`src/rtl/cond_flag_unit.sv`:
```
// cond_flag_unit: holds the architectural NZCV flags written by ADDS/SUBS,
// resolves B, B.cond and CBZ/CBNZ one cycle after EX into a registered
// decision for the fetch redirect, and keeps saturating branch statistics.
module cond_flag_unit #(
  parameter int CNT_W        = 32,
  parameter int NUM_BR_TYPES = 4
) (
  input  logic             clk,
  input  logic             reset,
  input  logic             ex_valid,
  input  logic             stall,
  input  logic             flush,
  input  logic             set_flags,
  input  logic [1:0]       br_type,
  input  logic             cb_invert,
  input  logic [3:0]       cond,
  input  logic             alu_negative,
  input  logic             alu_zero,
  input  logic             alu_overflow,
  input  logic             alu_carry_out,
  output logic [3:0]       flags_q,
  output logic             br_valid,
  output logic             br_taken,
  output logic [CNT_W-1:0] br_count,
  output logic [CNT_W-1:0] taken_count
);

  // The br_type encoding is fixed at two bits; catch a mismatched override early.
  if (NUM_BR_TYPES != 4) begin : g_br_types_check
    $error("cond_flag_unit: NUM_BR_TYPES must be 4");
  end

  typedef enum logic [1:0] {
    BR_NONE = 2'b00,
    BR_B    = 2'b01,
    BR_CB   = 2'b10,
    BR_COND = 2'b11
  } br_type_e;

  typedef enum logic [3:0] {
    CC_EQ = 4'h0, CC_NE = 4'h1, CC_HS = 4'h2, CC_LO = 4'h3,
    CC_MI = 4'h4, CC_PL = 4'h5, CC_VS = 4'h6, CC_VC = 4'h7,
    CC_HI = 4'h8, CC_LS = 4'h9, CC_GE = 4'hA, CC_LT = 4'hB,
    CC_GT = 4'hC, CC_LE = 4'hD, CC_AL = 4'hE, CC_NV = 4'hF
  } cond_e;

  br_type_e br_kind;
  cond_e    cc;
  logic     acc;
  logic     decide;
  logic     cond_true;
  logic     taken_next;
  logic     flag_n, flag_z, flag_c, flag_v;

  assign br_kind = br_type_e'(br_type);
  assign cc      = cond_e'(cond);

  // A flush kills the EX instruction even when a stall is also present.
  assign acc    = ex_valid & ~stall & ~flush;
  assign decide = acc & (br_kind != BR_NONE);

  // Conditions read the registered flags; B.cond never shares a cycle with
  // a flag-setting op, so no bypass from the ALU is needed.
  assign {flag_n, flag_z, flag_c, flag_v} = flags_q;

  // Evaluate the B.cond condition code against the current NZCV.
  always_comb begin
    // NOTE: every combinational output gets a default first so no path
    // through the block leaves it unassigned and infers a latch.
    cond_true = 1'b1;
    unique case (cc)
      CC_EQ: cond_true = flag_z;
      CC_NE: cond_true = ~flag_z;
      CC_HS: cond_true = flag_c;
      CC_LO: cond_true = ~flag_c;
      CC_MI: cond_true = flag_n;
      CC_PL: cond_true = ~flag_n;
      CC_VS: cond_true = flag_v;
      CC_VC: cond_true = ~flag_v;
      CC_HI: cond_true = flag_c & ~flag_z;
      CC_LS: cond_true = ~(flag_c & ~flag_z);
      CC_GE: cond_true = (flag_n == flag_v);
      CC_LT: cond_true = (flag_n != flag_v);
      CC_GT: cond_true = ~flag_z & (flag_n == flag_v);
      CC_LE: cond_true = ~(~flag_z & (flag_n == flag_v));
      CC_AL: cond_true = 1'b1;
      CC_NV: cond_true = 1'b1;
    endcase
  end

  // Select the taken outcome by branch kind; CBZ/CBNZ use the ALU's
  // PASS_B zero result directly and never look at the flags.
  always_comb begin
    taken_next = 1'b0;
    unique case (br_kind)
      BR_NONE: taken_next = 1'b0;
      BR_B:    taken_next = 1'b1;
      BR_CB:   taken_next = alu_zero ^ cb_invert;
      BR_COND: taken_next = cond_true;
    endcase
  end

  // Architectural flag register, written only by accepted flag-setting ops.
  always_ff @(posedge clk or posedge reset) begin
    if (reset) begin
      // NOTE: registers are assigned with <= so every flop samples the
      // pre-edge values of its neighbours, independent of block order.
      flags_q <= 4'b0000;
    end else if (acc && set_flags) begin
      flags_q <= {alu_negative, alu_zero, alu_carry_out, alu_overflow};
    end
  end

  // Decision register: load on a new branch, hold under stall, else clear.
  always_ff @(posedge clk or posedge reset) begin
    if (reset) begin
      br_valid <= 1'b0;
      br_taken <= 1'b0;
    end else if (decide) begin
      br_valid <= 1'b1;
      br_taken <= taken_next;
    end else if (!stall) begin
      br_valid <= 1'b0;
      br_taken <= 1'b0;
    end
  end

  // Saturating statistics, stepped only when a new decision is loaded.
  always_ff @(posedge clk or posedge reset) begin
    if (reset) begin
      br_count    <= '0;
      taken_count <= '0;
    end else if (decide) begin
      if (br_count != '1) begin
        br_count <= br_count + CNT_W'(1);
      end
      if (taken_next && (taken_count != '1)) begin
        taken_count <= taken_count + CNT_W'(1);
      end
    end
  end

endmodule

```
`config.mk`:
```
export PLATFORM = sky130hd
export DESIGN_NAME = cond_flag_unit
export DESIGN_NICKNAME = d
export VERILOG_FILES = /design/src/rtl/cond_flag_unit.sv
export SDC_FILE = /design/constraint.sdc
export NUM_CORES = 1
export LEC_CHECK = 0
export CAP_MARGIN = 0
export CORE_MARGIN = 3
export CORE_UTILIZATION = 50
export DETAILED_ROUTE_END_ITERATION = 16
export GPL_TIMING_DRIVEN = 0
export PLACE_DENSITY_LB_ADDON = 0.2
export SLEW_MARGIN = 40
export SYNTH_ARGS = -nofsm -noshare
export SYNTH_HDL_FRONTEND = slang
export SYNTH_SLANG_ARGS = --single-unit
```
`constraint.sdc`:
```
create_clock -name clk -period 2.7 [get_ports clk]
set_input_delay 0.675 -clock clk [delete_from_list [all_inputs] [get_ports clk]]
set_output_delay 0.675 -clock clk [all_outputs]
set_load 0.005 [all_outputs]
```
==> impl_summary.log <==
[metrics] Leakage: 2.11 nW
[metrics] post-detailed-route count of antenna-violating nets: 0
[metrics] leading cell types in the layout, fill and taps excluded: 85 x clkdlybuf4s50_1, 70 x dfrtp_1, 37 x xor2_1, 27 x xnor2_1, 26 x nand2_1
[metrics] net count of the finished layout: 443
[metrics] main area contributors after synthesis: dfrtp_1 48%, xor2_1 8.9%, xnor2_1 6.5%
[metrics] total of warnings raised by yosys: 0
[metrics] Internal Dissipation: 1.85 mW
[metrics] sequential element share of the synthesized area: 0.481
[metrics] worst setup slack after placement: -0.298 ns
[metrics] Layout Skew: 0.00921 ns
[metrics] half-perimeter wire length of the detailed placement result: 5.84 mm
[metrics] number of sinks on the clock net: 70
[metrics] post-place instance area: between 0.004 and 0.005 mm^2
[metrics] via density per instance: approximately 5.5
[metrics] count of vias placed by the detailed router: 2,860
[metrics] fin. max-slew vios: 0
[metrics] sum of internal, switching and leakage power: 2.52 mW
[metrics] number of synthesized flops with an enable pin: 0
[metrics] overall routed net length: roughly 8 mm
[metrics] layout cells sized above 1: 0.131
[metrics] relative slew slack: 0.627
[metrics] Switch Pwr: between 0.6 and 0.7 mW
[metrics] Initial DRC Count: roughly 150
[metrics] setup TNS: 0 ns
[metrics] Total GRT Usage: 0.203
[metrics] clock power share: 0.324
[metrics] cell area after synthesis: 0.00364 mm^2
[metrics] overflow left after global routing: 0
[metrics] cell row count: 30
[metrics] Placeable Area: 0.00694 mm^2
[metrics] first-pass GRT wire length: 13.8 mm
[metrics] clock-pin slew reported for the worst setup and hold paths after clock tree synthesis: 0.07 ns
[metrics] Final Hold Violating Endpoints: 0
[metrics] register cell area after layout: 0.00175 mm^2
[metrics] fraction of synthesis flops using an asynchronous set or reset pin: 1.00
[metrics] Worst EP required: 2.93 ns
[metrics] setup repair after global routing missed its margin: false
[metrics] WS Path Type: in2reg
[metrics] via count of the first global-routing pass: between 2,000 and 3,000
[metrics] commonest register cell after synthesis: dfrtp_1
[metrics] clock tree root driver cell: clkbuf_8
[metrics] router iterations before antenna repair: 4
[metrics] launching element type of the critical path: primary input
[metrics] Fillers: between 500 and 600
[metrics] sort of element at the end of the critical path: register
[metrics] relative contribution of combinational cells to total power: 0.181
[metrics] final setup margin: 0.0972 ns
[metrics] min-delay worst type: reg2reg
[metrics] area share of the largest cell type after synthesis: 0.481
[metrics] clock tree from TritonCTS: yes
[metrics] Least-Margin Pin Slew: around 0.56 ns
[metrics] run status: completed
[metrics] top cell type by total area after synthesis: dfrtp_1
[metrics] later-pin clock latency in the skew report: 0.34 ns
[metrics] switch share: 0.267
[metrics] flops & latches, synth: 70
[metrics] Max VDD drop: 462 uV
[metrics] largest net degree at the start of global routing: 50
[metrics] area taken by multi-input logic gates: 0.00181 mm^2
[metrics] antenna violations before repair: 0
[metrics] Initial Util: 0.524
[metrics] most common cell after layout, fill and taps aside: clkdlybuf4s50_1
[metrics] number of buffers added by the clock tree synthesis step: 9
[metrics] hold slack: 0.492 ns
[metrics] sequential group share of total power: 0.495
[metrics] maximum clock rate: 384 MHz
[metrics] DRC errors left: 0
[metrics] PwrDens: 520 mW/mm^2
[metrics] routability congestion estimate from global placement: 0.771
[metrics] number of different library cells in the post-synthesis netlist: 50
[metrics] post-route minimum period: 2.60 ns
[metrics] floorplan die width: 91.3 um
[metrics] part of the cycle the worst path needs: 0.964
[metrics] # H-tree levels: 3
[metrics] average instance area after synthesis: between 10 and 15 um^2
[metrics] number of setup buffers added after CTS: 0
[metrics] number of setup violations in the final report: 0
[metrics] largest fanout of any net on the critical path: 10
[metrics] Die Height: roughly 90 um
[metrics] CTS Hold Buffers Added: 0
[metrics] net count of the mapped netlist: 346
[metrics] synthesized instance count: 327
[metrics] Die ar.: 0.00834 mm^2
[metrics] number of I/O port buffers: 85
[metrics] post-synthesis to final-layout area growth: 33.1%
[metrics] deepest clock path buffer count: 2
[metrics] Max Cap Viol: 0
[metrics] design area: ~0.0048 mm^2
[metrics] quantity of gates resized following cts: 0
[metrics] number of diodes: 0
[metrics] average wire per standard cell: approximately 15 um
[metrics] top-level I/O count: 87
[metrics] data arrival time of the worst path: 2.83 ns
==> worst max-delay path: stages <==
cell and delay (ns):
clkdlybuf4s50_1 0.66, nand2b_1 0.12, o21ai_0 0.17, o311ai_1 0.19
a221oi_4 0.42, buf_6 0.23, nor2_2 0.07, mux2_4 0.29
==> power groups by stage <==
stage | Clock [mW] | Combinational [mW] | Sequential [mW]
after global placement | 0 | 0.444 | 1.26
final | 0.816 | 0.456 | 1.25
after CTS | 0.835 | 0.459 | 1.25
after floorplan | 0 | 0.213 | 1.25
after global routing | 0.883 | 0.496 | 1.26
after detailed placement | 0 | 0.455 | 1.27
==> layer usage <==
metal	global-route usage	share of wire	up-vias
li1	-	-	1369
met1	0.282	0.46	1381
met2	0.313	0.47	92
met3	0.0414	0.052	18
met4	0.0779	0.018	0
met5	0	0	-
==> cells by family (layout without fill, tap and decap cells) <==
logic type                 count (synthesis)  count (layout)  synth area share
buffers and inverters                     16             117            0.0227
xor gates and xnor gates                  65              65             0.158
muxes                                      7               7            0.0220
adders and majority gates                  2               2           0.00687
DFF                                       70              70             0.481
AOI/OAI and AO/OA                         16              16            0.0358
and+or+nand+nor                          151             151             0.273
==> stage by stage <==
step	std cells	util
floorplan	327	-
global placement	508	0.664
detailed placement	509	0.669
CTS	524	0.696
global route	524	0.697
finish	524	0.697
==> synth_stat cells, types with 3 or more instances <==
cell,number
nor4b_2,5
nor2_1,16
o21ai_0,4
and3_1,8
nand3b_1,4
nand4_1,18
nor3b_1,4
xnor2_1,27
mux2_2,3
and4_1,4
nand2_1,26
nand3_1,22
xor2_1,37
nor2b_1,4
dfrtp_1,70
inv_1,9
nor4_2,14
buf_2,3
nor3_1,11
==> sequential cells by signal, summed over array words and instances, names as in the netlist <==
| name | flops |
|---|---|
| taken_count | 32 |
| flags_q | 4 |
| br_taken | 1 |
| br_count | 32 |
| br_valid | 1 |
==> layout make-up <==
type,instances,share of cell area
buffer,7,0.0106
clock buffer,11,0.0292
clock inverter,4,0.00982
inverter,9,0.00801
multi-input combinational,241,0.375
sequential,70,0.362
tap,96,0.0248
timing repair buffer,86,0.181
==> worst paths after layout <==
check / slack, ns / end / cells after the start / start
worst max-delay path: 0.1 / taken_count[1] / 8 / cond[3]
worst min-delay path: 0.49 / taken_count[22] / 1 / taken_count[22]
worst max register to register: 0.41 / taken_count[25] / 6 / taken_count[2]
worst min register to register: 0.49 / taken_count[22] / 1 / taken_count[22]
max in group asynchronous: 1.55 / br_taken / 3 / reset
min in group asynchronous: 0.64 / br_count[23] / 2 / reset
(Power assumes the default switching activity.)
